**config.mk**
```make
export PLATFORM = sky130hd
export DESIGN_NAME = bus_source_encoder
export DESIGN_NICKNAME = d
export VERILOG_FILES = /design/src/rtl/cpu_bus_pkg.sv /design/src/rtl/prio_encoder24.sv /design/src/rtl/bus_source_encoder.sv
export SDC_FILE = /design/constraint.sdc
export NUM_CORES = 1
export LEC_CHECK = 0
export BUFFER_PORTS_ARGS = -buffer_cell sky130_fd_sc_hd__buf_2
export CORE_MARGIN = 4
export CORE_UTILIZATION = 52
export DETAILED_ROUTE_END_ITERATION = 16
export HOLD_SLACK_MARGIN = 0.15
export PLACE_DENSITY = 0.84
export SLEW_MARGIN = 40
export SYNTH_ARGS = -nofsm -noshare
export SYNTH_HDL_FRONTEND = slang
export SYNTH_SLANG_ARGS = --single-unit
```
**constraint.sdc**
```tcl
create_clock -name clk -period 7 [get_ports clk]
set_input_delay 0.7 -clock clk [delete_from_list [all_inputs] [get_ports clk]]
set_output_delay 0.7 -clock clk [all_outputs]
set_load 0.01 [all_outputs]
```
**src/rtl/cpu_bus_pkg.sv**
```systemverilog
// Shared definitions for the datapath bus source selection logic.
// Holds the bus mux select codes, the request vector geometry and the
// encoder FSM state encodings. Both the encoder and the bus mux use it.
package cpu_bus_pkg;

  localparam int NUM_REGS    = 16;
  localparam int NUM_SPECIAL = 8;
  localparam int REQ_W       = NUM_REGS + NUM_SPECIAL;
  localparam int SEL_W       = 5;
  localparam int CNT_W       = 8;

  // Register sources occupy codes 0..15. Code k is register Rk.
  localparam logic [SEL_W-1:0] SEL_R0  = 5'd0;
  localparam logic [SEL_W-1:0] SEL_R1  = 5'd1;
  localparam logic [SEL_W-1:0] SEL_R2  = 5'd2;
  localparam logic [SEL_W-1:0] SEL_R3  = 5'd3;
  localparam logic [SEL_W-1:0] SEL_R4  = 5'd4;
  localparam logic [SEL_W-1:0] SEL_R5  = 5'd5;
  localparam logic [SEL_W-1:0] SEL_R6  = 5'd6;
  localparam logic [SEL_W-1:0] SEL_R7  = 5'd7;
  localparam logic [SEL_W-1:0] SEL_R8  = 5'd8;
  localparam logic [SEL_W-1:0] SEL_R9  = 5'd9;
  localparam logic [SEL_W-1:0] SEL_R10 = 5'd10;
  localparam logic [SEL_W-1:0] SEL_R11 = 5'd11;
  localparam logic [SEL_W-1:0] SEL_R12 = 5'd12;
  localparam logic [SEL_W-1:0] SEL_R13 = 5'd13;
  localparam logic [SEL_W-1:0] SEL_R14 = 5'd14;
  localparam logic [SEL_W-1:0] SEL_R15 = 5'd15;

  // Special sources occupy codes 16..23, in specOut bit order.
  localparam logic [SEL_W-1:0] SEL_HI     = 5'd16;
  localparam logic [SEL_W-1:0] SEL_LO     = 5'd17;
  localparam logic [SEL_W-1:0] SEL_ZHI    = 5'd18;
  localparam logic [SEL_W-1:0] SEL_ZLO    = 5'd19;
  localparam logic [SEL_W-1:0] SEL_PC     = 5'd20;
  localparam logic [SEL_W-1:0] SEL_MDR    = 5'd21;
  localparam logic [SEL_W-1:0] SEL_INPORT = 5'd22;
  localparam logic [SEL_W-1:0] SEL_C      = 5'd23;

  // No source: the bus mux drives zero.
  localparam logic [SEL_W-1:0] SEL_NONE = 5'd31;

  localparam logic [CNT_W-1:0] CNT_MAX = {CNT_W{1'b1}};

  typedef enum logic [1:0] {
    ST_IDLE  = 2'd0,
    ST_DRIVE = 2'd1,
    ST_FAULT = 2'd2
  } enc_state_t;

endpackage

```
**src/rtl/prio_encoder24.sv**
```systemverilog
// Combinational 24-input priority encoder.
// Ports:
//   req   in  24  request strobes, bit k maps to select code k
//   any   out 1   at least one strobe set
//   multi out 1   two or more strobes set
//   idx   out 5   lowest set index (0 when none set)
// Unknown request bits are treated as set in simulation so that an X on a
// strobe shows up as a driver instead of silently vanishing.
module prio_encoder24
  import cpu_bus_pkg::*;
(
  input  logic [REQ_W-1:0] req,
  output logic             any,
  output logic             multi,
  output logic [SEL_W-1:0] idx
);

  logic [REQ_W-1:0] req_k;

  always_comb begin
    for (int k = 0; k < REQ_W; k++) begin
      req_k[k] = (req[k] !== 1'b0);
    end
  end

  always_comb begin
    idx = '0;
    // Scan downward so the lowest set index is the last one written.
    for (int k = REQ_W - 1; k >= 0; k--) begin
      if (req_k[k]) idx = SEL_W'(k);
    end
  end

  assign any = |req_k;
  // Clearing the lowest set bit leaves something only if two or more were set.
  assign multi = |(req_k & (req_k - REQ_W'(1)));

endmodule

```
**src/rtl/bus_source_encoder.sv**
```systemverilog
// Registered bus source encoder.
// Turns the one-hot register and special drive strobes into the bus mux
// select, one cycle after they are sampled. Multiple drivers on one cycle
// are resolved by lowest index and recorded in a sticky flag and a
// saturating counter.
// Ports:
//   clk            in  1      rising-edge clock
//   clr            in  1      synchronous reset, active-low
//   regOut         in  16     register drive strobes, bit i = Ri out
//   specOut        in  8      special strobes, bit0 HI .. bit7 C
//   clearConflict  in  1      clears conflict flag and counter
//   busSel         out 5      registered bus mux select
//   busValid       out 1      busSel names a real source
//   conflict       out 1      sticky multi-driver flag
//   conflictCount  out 8      conflicting cycles, saturating
//   state          out 2      FSM state (0 IDLE, 1 DRIVE, 2 FAULT)
module bus_source_encoder
  import cpu_bus_pkg::*;
(
  input  logic                   clk,
  input  logic                   clr,
  input  logic [NUM_REGS-1:0]    regOut,
  input  logic [NUM_SPECIAL-1:0] specOut,
  input  logic                   clearConflict,
  output logic [SEL_W-1:0]       busSel,
  output logic                   busValid,
  output logic                   conflict,
  output logic [CNT_W-1:0]       conflictCount,
  output logic [1:0]             state
);

  logic             any;
  logic             multi;
  logic [SEL_W-1:0] idx;
  enc_state_t       state_q;

  prio_encoder24 u_prio (
    .req   ({specOut, regOut}),
    .any   (any),
    .multi (multi),
    .idx   (idx)
  );

  // Every state is reachable from every state in one edge; the next state
  // depends only on how many strobes are set this cycle.
  always_ff @(posedge clk) begin
    if (!clr) begin
      state_q       <= ST_IDLE;
      busSel        <= SEL_NONE;
      busValid      <= 1'b0;
      conflict      <= 1'b0;
      conflictCount <= '0;
    end else begin
      if (!any) begin
        state_q  <= ST_IDLE;
        busSel   <= SEL_NONE;
        busValid <= 1'b0;
      end else begin
        state_q  <= multi ? ST_FAULT : ST_DRIVE;
        busSel   <= idx;
        busValid <= 1'b1;
      end

      // A conflict on the same edge as a clear wins: the clear wipes the
      // history and this cycle becomes the first recorded conflict.
      if (multi) begin
        conflict <= 1'b1;
        if (clearConflict) begin
          conflictCount <= CNT_W'(1);
        end else if (conflictCount != CNT_MAX) begin
          conflictCount <= conflictCount + CNT_W'(1);
        end
      end else if (clearConflict) begin
        conflict      <= 1'b0;
        conflictCount <= '0;
      end
    end
  end

  assign state = state_q;

endmodule

```
==> key figures, run 1 <==
STA
  • Worst Tran Pin Value: 0.445 ns
  • Headroom to the max-slew limit: 0.701
  • Period minus WS final: 2.91 ns
  • Total setup violations reported at the end of the flow: 0
  • Tcrit/Tclk final: 0.416
  • Maximum frequency from static timing analysis: 344 MHz
  • Unrepaired setup endpoints after global routing: no
  • Clock skew: 0.00232 ns
  • Setup TNS Final: 0 ns
  • Count of final hold-check violations: 0
  • Number of max-slew violations in the final report: 0
  • Final worst hold slack: 0.482 ns
  • Setup slack of the critical path after layout: 4.09 ns

Clocking
  • Worst-case clock buffer depth: 2
  • Clock buffers created by TritonCTS: 3
  • CTS tree: yes
  • Clock transition at the registers of the reported paths: 0.09 ns
  • CTS H-tree depth: 1
  • CTS sink cnt: 17
  • Clock latency on the worst-skew pair: 0.29 ns
  • Setup repair bufs after CTS: 0
  • # hold bufs at CTS: 0
  • Library cell used as clock root buffer: clkbuf_4
  • Resize count post-CTS: 0

Setup path
  • Kind of end point of the critical path: flip-flop
  • Maximum fanout encountered on the critical timing path: 9
  • Startpoint type of the worst setup path: input pin
  • Data arrival, critical path: 3.09 ns
  • Flop-to-flop setup slack: 5.20 ns
  • Critical path type: input pin to flip-flop
  • Worst endpoint required time: 7.18 ns

Synth
  • Synth Area per Inst: 8.07 um^2
  • Post-synthesis register bit count: 17
  • Share of synthesized flip-flops with an asynchronous set or reset: 0
  • Library cell with the largest summed area after synthesis: dfxtp_1
  • Fraction of the mapped netlist area in compound gates: 0.310
  • Cell area after synthesis: 0.00119 mm^2
  • Net count of the mapped netlist: 176
  • Yosys cell types: 54
  • EDFF count, synth: 0
  • Combinational family with the most area after synthesis: simple AND/OR/NAND/NOR gates
  • Synth top area share: 0.285
  • Number of warnings issued by yosys: 0
  • Simple-gate share of the synthesized area: 0.350
  • Post-synthesis mux area share: 0
  • Share of the synthesized netlist area taken by xor and xnor gates: 0
  • Predominant post-synthesis flop cell: dfxtp_1
  • Top area cells in the synthesized netlist: dfxtp_1, nor3_1, a21oi_1
  • Post-Synth Adder-Cell Area: 0.0188
  • Synthesized instance count: 148
  • Sequential area share after synthesis: 0.285

GRT
  • Wire length of the first global-routing pass: 5.20 mm
  • Remaining global-route overflow: 0
  • Maximum number of pins on one net before global-route repair: 10
  • Combined global-route utilization of all metal layers: 0.206
  • Via count of the first global-routing pass: 1210
  • Number of antenna violations at the first check in global routing: 0

Placement
  • Placement Setup Slack: 3.79 ns
  • Total instance count after detailed placement: 215
  • HPWL after DPL: 2.51 mm
  • Cell area after placement: 0.00142 mm^2
  • Final GP Congestion: 0.944
  • Port Buffers: 43

Final layout
  • Fraction of final layout cells sized beyond drive strength 1: 0.293
  • Area taken by flip-flops and latches: 340 um^2
  • Diodes inserted: 0
  • Multi-input combinational cell area: 811 um^2
  • Post-route cell area: 0.00145 mm^2
  • Final core utilization: 0.662
  • # fillers: 201
  • Area added between synthesis and finish: 21.4%
  • Number of standard cells in the final layout excluding fillers: 219
  • Net count reported at finish: 220

Route
  • DRT iter0 DRCs: 47
  • Avg Vias per Cell: 6.32
  • Detailed-route wire length per cell: 14.6 um
  • Number of search-and-repair iterations in the first detailed-routing pass: 4
  • Detailed-route wire length: 3.21 mm
  • Total via count after detailed routing: 1385
  • Number of remaining DRC errors: 0
  • Number of nets still failing antenna checks after routing: 0

Outcome
  • Result of the run: complete, no violations

Power and ir drop
  • Leakage: 0.564 nW
  • Power Density: 135 mW/mm^2
  • Relative contribution of the clock network to total power: 0.264
  • Sequential fraction of design power: 0.519
  • Power share of the combinational group: 0.217
  • Net switching fraction of the power: 0.290
  • Cell internal power dissipation: 0.139 mW
  • Power spent charging and discharging nets: 0.0570 mW
  • Worst ir drop on vdd: 72.6 uV
  • Total Power Consumption: 0.196 mW

Die
  • Number of standard-cell rows in the floorplan: 17
  • Die Width: 55.9 um
  • Die outline height: 55.9 um
  • Effective utilization at floorplan: 0.545
  • Total I/O pin count: 44
  • Floorplan die area: 0.00313 mm^2
  • Placeable core region: 0.00219 mm^2

Min path
  • Type of the most critical hold path: flip-flop to flip-flop

Run
  • Maximum Capacitance Violations: 0
Yosys cell counts (2+ instances only):
cell type / number
dfxtp_1: 17
nor2_1: 11
nor3_1: 11
a21oi_1: 10
nand3_1: 7
o21ai_0: 7
inv_1: 6
or4_1: 6
nand2_1: 5
nor4_1: 5
and3_1: 4
and2_1: 3
o21bai_1: 3
or4_4: 3
a211o_1: 2
a311oi_1: 2
a31oi_1: 2
buf_2: 2
nand2b_1: 2
nand4_1: 2
nor2b_1: 2
o221ai_1: 2
o31ai_1: 2
or3_1: 2
worst max-delay path: stages:
cell,delay (ns)
buf_2,0.12
or4_4,0.58
or4_4,0.58
a211oi_2,0.18
a2bb2oi_2,0.18
nand4_1,0.33
a41oi_1,0.34
nor3_1,0.07
flip-flops by register name, summed over array words and instances, names as in the netlist:
register       count
busSel             5
busValid           1
conflict           1
conflictCount      8
state              2
cells by family after synthesis:
kind of cell	count (synthesis)
flops	17
simple gates	70
fa+ha+maj	2
compound gates	49
buf+inv	10
routing by layer:
metal  vias to the layer above  global-route usage  share of wire
li1                        690                   -              -
met2                        47               0.350           0.49
met5                         -                   0              0
met1                       641               0.244           0.42
met3                         7              0.0325          0.071
met4                         0               0.115          0.024
final timing paths:
path / startpoint / to / depth (start not counted)
worst max-delay path: regOut[2] / conflictCount[7] / 8
worst min-delay path: conflict / conflict / 2
worst max register to register: conflictCount[0] / conflictCount[3] / 5
worst min register to register: conflict / conflict / 2
cell usage in the layout (no fill, tap or decap), drive strengths merged, types with 2 or more instances in the layout:
cell type  count
a311oi         2
a21oi         10
nand4          2
nand2b         2
a21boi         2
inv            6
a2111oi        2
a31oi          2
a211o          2
and3           4
nor3          12
and2           3
nor2b          2
dfxtp         17
clkbuf         4
o21bai         3
nor4           6
nand3          7
o221ai         2
o31ai          2
o21ai          8
nor2          12
nand2          5
buf           43
or3            2
a211oi         2
or4            9
final cells by class:
type,instances,area share
multi-input combinational,121,0.559
sequential,17,0.235
timing repair buffer,43,0.148
tap,28,0.0242
clock buffer,4,0.0181
inverter,6,0.0155
power groups by stage:
stage          clock network (mW)  registers [mW]  logic [mW]
2_1_floorplan                   0           0.106      0.0172
3_3_place_gp                    0           0.104      0.0408
3_5_place_dp                    0           0.104      0.0423
4_1_cts                    0.0531           0.102      0.0423
5_1_grt                    0.0569           0.102      0.0472
6_report                   0.0519           0.102      0.0426
Note: power is estimated with default switching activity, not from simulation.
==> inputs of run 2 (changes only) <==
Settings changed: CORE_UTILIZATION 52 to 44, PLACE_DENSITY 0.84 to 0.75.
Clock period 7 ns to 2.5 ns, I/O delays scaled along.
==> key figures, run 2 (same netlist as run 1, synthesis figures left out) <==
GRT
  • Combined global-route utilization of all metal layers: 0.210 (was 0.206)
  • Number of antenna violations at the first check in global routing: 0 (unchanged)
  • Maximum number of pins on one net before global-route repair: 11 (was 10)
  • Remaining global-route overflow: 0 (unchanged)
  • Wire length of the first global-routing pass: 5.95 mm (was 5.20 mm)
  • Via count of the first global-routing pass: 1398 (was 1210)

Setup path
  • Slowest library cell on the worst path: or4_4 (unchanged)
  • Maximum fanout encountered on the critical timing path: 6 (was 9)
  • Logic depth of the worst register-to-register path: 5 (unchanged)
  • CP Cell Sequence: buf_2 > or4_4 > or4_1 > or4_1 > nand3_1 > and4_4 > buf_4 > o21ai_0 > a21oi_1 (was buf_2 > or4_4 > or4_4 > a211oi_2 > a2bb2oi_2 > nand4_1 > a41oi_1 > nor3_1)
  • Crit. Startpoint: regOut[2] (unchanged)
  • Delay of the slowest critical-path stage: 0.57 ns (was 0.58 ns)
  • Top delay family on crit path: simple AND/OR/NAND/NOR gates (unchanged)
  • Depth of the critical timing path with buffers and inverters included: 9 (was 8)
  • Critical path type: input pin to flip-flop (unchanged)
  • Most repeated library cell on the critical path: or4_1 (was or4_4)
  • Flop-to-flop setup slack: 0.69 ns (was 5.20 ns)
  • Crit Reg-Reg Endpoint: conflictCount[3] (unchanged)
  • Startpoint type of the worst setup path: input pin (unchanged)
  • Number of buffer and inverter stages on the critical path: 2 (was 1)
  • Data arrival, critical path: 2.52 ns (was 3.09 ns)
  • Kind of end point of the critical path: flip-flop (unchanged)
  • Worst endpoint required time: 2.72 ns (was 7.18 ns)
  • Beginning of the worst register-to-register path: conflictCount[0] (unchanged)

Min path
  • Endpoint with the worst hold slack: busSel[4] (was conflict)
  • Start point of the worst hold path: clr (was conflict)
  • Type of the most critical hold path: input pin to flip-flop (was flip-flop to flip-flop)
  • Count of cells along the worst hold path: 2 (unchanged)

Final layout
  • Register with the highest flop count: conflictCount (unchanged)
  • Fraction of final layout cells sized beyond drive strength 1: 0.381 (was 0.293)
  • Area added between synthesis and finish: 37.0% (was 21.4%)
  • Number of flip-flops in the largest register: 8 (unchanged)
  • # fillers: 250 (was 201)
  • Top library cells by usage in the layout, fill and taps aside: buf_2, buf_4, dfxtp_1 (was buf_2, dfxtp_1, nor2_1, nor3_1, a21oi_1)
  • Diodes inserted: 0 (unchanged)
  • Most common library cell in the layout ignoring fill and taps: buf_2 (unchanged)
  • Net count reported at finish: 244 (was 220)

Clocking
  • Worst-case clock buffer depth: 2 (unchanged)
  • CTS H-tree depth: 1 (unchanged)
  • CTS tree: yes (unchanged)
  • Setup repair bufs after CTS: 0 (unchanged)
  • Library cell used as clock root buffer: clkbuf_4 (unchanged)
  • Clock buffers created by TritonCTS: 3 (unchanged)
  • CTS sink cnt: 17 (unchanged)
  • Clock transition at the registers of the reported paths: 0.09 ns (about the same)
  • Clock latency on the worst-skew pair: 0.29 ns (about the same)

Route
  • Highest metal used: met4 (unchanged)
  • Detailed-route wire length: 3.43 mm (was 3.21 mm)
  • DRT iter0 DRCs: 72 (was 47)
  • Number of remaining DRC errors: 0 (unchanged)
  • Number of nets still failing antenna checks after routing: 0 (unchanged)
  • Total via count after detailed routing: 1456 (was 1385)
  • Met1 WL: 1.36 mm (was 1.34 mm)
  • Detailed-route wire length per cell: 14.0 um (was 14.6 um)
  • Wire length on met3: 255 um (was 228 um)
  • Sum of met2 wire segment lengths after detailed routing: 1.72 mm (was 1.56 mm)
  • Number of search-and-repair iterations in the first detailed-routing pass: 4 (unchanged)
  • Avg Vias per Cell: 5.94 (was 6.32)

Die
  • Total I/O pin count: 44 (unchanged)
  • Number of standard-cell rows in the floorplan: 18 (was 17)
  • Die outline height: 60.1 um (was 55.9 um)
  • Floorplan die area: 0.00361 mm^2 (was 0.00313 mm^2)
  • Effective utilization at floorplan: 0.474 (was 0.545)
  • Die Width: 60.1 um (was 55.9 um)
  • Placeable core region: 0.00252 mm^2 (was 0.00219 mm^2)

STA
  • Worst Tran Pin Value: 0.398 ns (was 0.445 ns)
  • Tcrit/Tclk final: 0.922
  • Final worst hold slack: 0.171 ns (was 0.482 ns)
  • Headroom to the max-slew limit: 0.732 (was 0.701)
  • Number of max-slew violations in the final report: 0 (unchanged)
  • Total setup violations reported at the end of the flow: 0 (unchanged)
  • Unrepaired setup endpoints after global routing: no (unchanged)
  • Period minus WS final: 2.30 ns
  • Count of final hold-check violations: 0 (unchanged)
  • Maximum frequency from static timing analysis: 434 MHz
  • Setup TNS Final: 0 ns (unchanged)
  • Clock skew: 0.00867 ns (was 0.00232 ns)

Power and ir drop
  • Power share of the combinational group: 0.248 (was 0.217)
  • Power spent charging and discharging nets: 0.165 mW (was 0.0570 mW)
  • Total Power Consumption: 0.571 mW (was 0.196 mW)
  • Relative contribution of the clock network to total power: 0.252 (was 0.264)
  • Net switching fraction of the power: 0.289 (was 0.290)
  • Worst ir drop on vdd: 384 uV (was 72.6 uV)
  • Leakage: 0.684 nW (was 0.564 nW)
  • Cell internal power dissipation: 0.406 mW (was 0.139 mW)
  • Power Density: 349 mW/mm^2 (was 135 mW/mm^2)
  • Sequential fraction of design power: 0.500 (was 0.519)

Run
  • Maximum Capacitance Violations: 0 (unchanged)

Placement
  • Port Buffers: 43 (unchanged)
  • HPWL after DPL: 2.84 mm (was 2.51 mm)
  • Final GP Congestion: 0.856 (was 0.944)

Outcome
  • Result of the run: complete, no violations (unchanged)
## run 2: changes by cell type in the layout (fill, tap and decap cells not counted), sizes merged
| cell | change |
|---|---|
| buf | +24 |
| clkbuf | -1 |
| clkinv | +1 |
## run 2: routing by layer
| layer | GRT usage | vias to the layer above |
|---|---|---|
| met5 | 0 | - |
| met4 | 0.117 | 0 |
| met3 | 0.0130 | 9 |
| met2 | 0.366 | 70 |
| met1 | 0.252 | 647 |
| li1 | - | 730 |
## run 2: cell type report
class | count | area, um^2 | area share
multi-input combinational | 121 | 813 | 0.497
clock buffer | 3 | 22.5 | 0.0138
tap | 30 | 37.5 | 0.0229
inverter | 6 | 22.5 | 0.0138
sequential | 17 | 340 | 0.208
timing repair buffer | 67 | 395 | 0.242
clock inverter | 1 | 5.00 | 0.00306
## run 2: power groups by stage
stage | registers [mW] | clock network [mW] | logic, mW
4_1_cts | 0.286 | 0.151 | 0.141
2_1_floorplan | 0.297 | 0 | 0.0481
3_3_place_gp | 0.291 | 0 | 0.136
6_report | 0.286 | 0.144 | 0.142
3_5_place_dp | 0.292 | 0 | 0.141
5_1_grt | 0.287 | 0.164 | 0.158
## run 2: how the worst max path moves through the flow
stage                     slack (ns)                to
after detailed placement       -0.14  conflictCount[1]
after floorplan                 0.06  conflictCount[7]
final                           0.20  conflictCount[1]
after global placement         -0.04  conflictCount[3]
after CTS                       0.17  conflictCount[1]
after global routing           0.002  conflictCount[2]
## run 2: per-stage QoR
stage / cells / util / instance area [um^2] / setup slack (ns)
after floorplan: 148 / - / 1190 / 0.0573
final: 245 / 0.649 / 1640 / 0.196
after global placement: 241 / 0.637 / 1610 / -0.0410
after CTS: 245 / 0.648 / 1630 / 0.169
after global routing: 245 / 0.649 / 1640 / 0.00171
after detailed placement: 241 / 0.637 / 1610 / -0.140
## run 2: worst register-to-register path: stages (launching register included)
cell and delay (ns):
dfxtp_1 0.37, ha_1 0.27, and3_1 0.22, and3_1 0.26, or4_1 0.48, a21oi_1 0.16
## run 2: repair_timing
action                                  in CTS  in global routing
hold buffers                                 0                  0
endpoints found under the hold margin        0                  0
endpoints found under the setup margin       0                  1
gates resized for setup                      0                  2
==> inputs of run 3 (changes only) <==
Settings changed: BUFFER_PORTS_ARGS -buffer_cell sky130_fd_sc_hd__buf_2 to not set, CORE_UTILIZATION 44 to 55, DONT_BUFFER_PORTS set to 1, PLACE_DENSITY 0.75 to 0.73.
==> key figures, run 3 (same netlist as run 1, synthesis figures left out) <==
Setup path
  • Delay of the slowest critical-path stage: 0.57 ns (about the same)
  • Depth of the critical timing path with buffers and inverters included: 7 (was 9)
  • Most repeated library cell on the critical path: or4_1 (unchanged)
  • Worst endpoint required time: 2.70 ns (was 2.72 ns)
  • Kind of end point of the critical path: flip-flop (unchanged)
  • Number of buffer and inverter stages on the critical path: 0 (was 2)
  • Maximum fanout encountered on the critical timing path: 6 (unchanged)
  • Data arrival, critical path: 2.42 ns (was 2.52 ns)
  • Startpoint type of the worst setup path: input pin (unchanged)
  • Logic depth of the worst register-to-register path: 5 (unchanged)
  • Critical path type: input pin to flip-flop (unchanged)
  • CP Cell Sequence: or4_4 > or4_1 > or4_1 > nand3_1 > and4_1 > nor2_2 > a311oi_1 (was buf_2 > or4_4 > or4_1 > or4_1 > nand3_1 > and4_4 > buf_4 > o21ai_0 > a21oi_1)
  • Top delay family on crit path: simple AND/OR/NAND/NOR gates (unchanged)
  • Beginning of the worst register-to-register path: conflictCount[0] (unchanged)
  • Crit Reg-Reg Endpoint: conflictCount[3] (unchanged)
  • Slowest library cell on the worst path: or4_4 (unchanged)
  • Flop-to-flop setup slack: 0.65 ns (was 0.69 ns)

Final layout
  • Most common library cell in the layout ignoring fill and taps: dfxtp_1 (was buf_2)
  • Fraction of final layout cells sized beyond drive strength 1: 0.110 (was 0.381)
  • Final core utilization: 0.640 (was 0.649)
  • Diodes inserted: 0 (unchanged)
  • Area added between synthesis and finish: 8.27% (was 37.0%)
  • Top library cells by usage in the layout, fill and taps aside: dfxtp_1, nor2_1, nor3_1 (was buf_2, buf_4, dfxtp_1)
  • Register with the highest flop count: conflictCount (unchanged)
  • Number of flip-flops in the largest register: 8 (unchanged)
  • Net count reported at finish: 184 (was 244)

Power and ir drop
  • Relative contribution of the clock network to total power: 0.285 (was 0.252)
  • Power spent charging and discharging nets: 0.121 mW (was 0.165 mW)
  • Net switching fraction of the power: 0.245 (was 0.289)
  • Power Density: 383 mW/mm^2 (was 349 mW/mm^2)
  • Cell internal power dissipation: 0.374 mW (was 0.406 mW)
  • Worst ir drop on vdd: 236 uV (was 384 uV)
  • Sequential fraction of design power: 0.590 (was 0.500)
  • Power share of the combinational group: 0.124 (was 0.248)
  • Leakage: 0.416 nW (was 0.684 nW)

Clocking
  • # hold bufs at CTS: 3 (was 0)
  • CTS sink cnt: 17 (unchanged)
  • CTS H-tree depth: 1 (unchanged)
  • Clock buffers created by TritonCTS: 3 (unchanged)
  • Clock latency on the worst-skew pair: 0.29 ns (about the same)
  • Resize count post-CTS: 0 (unchanged)
  • Setup repair bufs after CTS: 0 (unchanged)
  • Worst-case clock buffer depth: 2 (unchanged)
  • CTS tree: yes (unchanged)
  • Library cell used as clock root buffer: clkbuf_4 (unchanged)
  • Clock transition at the registers of the reported paths: 0.09 ns (about the same)

GRT
  • Via count of the first global-routing pass: 1167 (was 1398)
  • Number of antenna violations at the first check in global routing: 0 (unchanged)
  • Wire length of the first global-routing pass: 5.09 mm (was 5.95 mm)
  • Maximum number of pins on one net before global-route repair: 10 (was 11)
  • Remaining global-route overflow: 0 (unchanged)
  • Combined global-route utilization of all metal layers: 0.230 (was 0.210)

Min path
  • Endpoint with the worst hold slack: busSel[1] (was busSel[4])
  • Start point of the worst hold path: regOut[1] (was clr)
  • Count of cells along the worst hold path: 3 (was 2)
  • Type of the most critical hold path: input pin to flip-flop (unchanged)

Die
  • Total I/O pin count: 44 (unchanged)
  • Die Width: 54.6 um (was 60.1 um)
  • Placeable core region: 0.00202 mm^2 (was 0.00252 mm^2)
  • Die outline height: 54.6 um (was 60.1 um)
  • Effective utilization at floorplan: 0.591 (was 0.474)
  • Number of standard-cell rows in the floorplan: 16 (was 18)
  • Floorplan die area: 0.00298 mm^2 (was 0.00361 mm^2)

STA
  • Setup TNS Final: 0 ns (unchanged)
  • Number of max-slew violations in the final report: 0 (unchanged)
  • Period minus WS final: 2.23 ns (was 2.30 ns)
  • Clock skew: 0.00377 ns (was 0.00867 ns)
  • Worst Tran Pin Value: 0.459 ns (was 0.398 ns)
  • Tcrit/Tclk final: 0.891 (was 0.922)
  • Final worst hold slack: 0.159 ns (was 0.171 ns)
  • Setup slack of the critical path after layout: 0.272 ns (was 0.196 ns)
  • Count of final hold-check violations: 0 (unchanged)
  • Unrepaired setup endpoints after global routing: no (unchanged)
  • Maximum frequency from static timing analysis: 449 MHz (was 434 MHz)
  • Headroom to the max-slew limit: 0.691 (was 0.732)
  • Total setup violations reported at the end of the flow: 0 (unchanged)

Route
  • DRT iter0 DRCs: 52 (was 72)
  • Avg Vias per Cell: 7.01 (was 5.94)
  • Number of nets still failing antenna checks after routing: 0 (unchanged)
  • Number of search-and-repair iterations in the first detailed-routing pass: 4 (unchanged)
  • Detailed-route wire length per cell: 17.0 um (was 14.0 um)
  • Total via count after detailed routing: 1276 (was 1456)
  • Number of remaining DRC errors: 0 (unchanged)
  • Detailed-route wire length: 3.09 mm (was 3.43 mm)

Run
  • Maximum Capacitance Violations: 0 (unchanged)

Placement
  • Port Buffers: 0 (was 43)
  • HPWL after DPL: 2.39 mm (was 2.84 mm)
  • Placement Setup Slack: -0.0134 ns (was -0.140 ns)
  • Final GP Congestion: 0.829 (was 0.856)

Outcome
  • Result of the run: complete, no violations (unchanged)
run 3: how the worst max path moves through the flow:
stage | endpoint | startpoint | slack, ns
detailed placement | conflictCount[1] | regOut[2] | -0.01
global placement | conflictCount[0] | regOut[2] | 0.06
floorplan | conflictCount[7] | regOut[5] | 0.06
global route | conflictCount[2] | regOut[2] | 0.18
CTS | conflictCount[1] | regOut[2] | 0.29
finish | conflictCount[5] | regOut[2] | 0.27
run 3: layout make-up:
type,instances,area (um^2)
multi-input combinational,121,811
fill,191,728
sequential,17,340
clock buffer,4,26.3
tap,27,33.8
timing repair buffer,7,60.1
inverter,6,22.5
run 3: worst min-delay path: stages:
cell and delay [ns]:
nor2_1 0.04, nand3_1 0.06, nand2_1 0.05
run 3: through the flow:
stage / cells / total power, mW / area (um^2)
floorplan: 148 / 0.345 / 1190
global placement: 175 / 0.353 / 1240
detailed placement: 175 / 0.355 / 1240
CTS: 182 / 0.501 / 1290
global route: 182 / 0.521 / 1290
finish: 182 / 0.495 / 1290
run 3: power groups by stage:
stage / combinational [mW] / sequential (mW) / clock (mW)
2_1_floorplan: 0.0481 / 0.297 / 0
3_3_place_gp: 0.0550 / 0.298 / 0
3_5_place_dp: 0.0558 / 0.299 / 0
4_1_cts: 0.0611 / 0.292 / 0.147
5_1_grt: 0.0684 / 0.294 / 0.159
6_report: 0.0616 / 0.292 / 0.141
run 3: layer usage:
metal	part of all wire	GRT usage	up-vias
met5	0	0	-
met4	0.017	0.104	0
met3	0.089	0.0463	6
met2	0.48	0.374	61
met1	0.42	0.289	594
li1	-	-	615
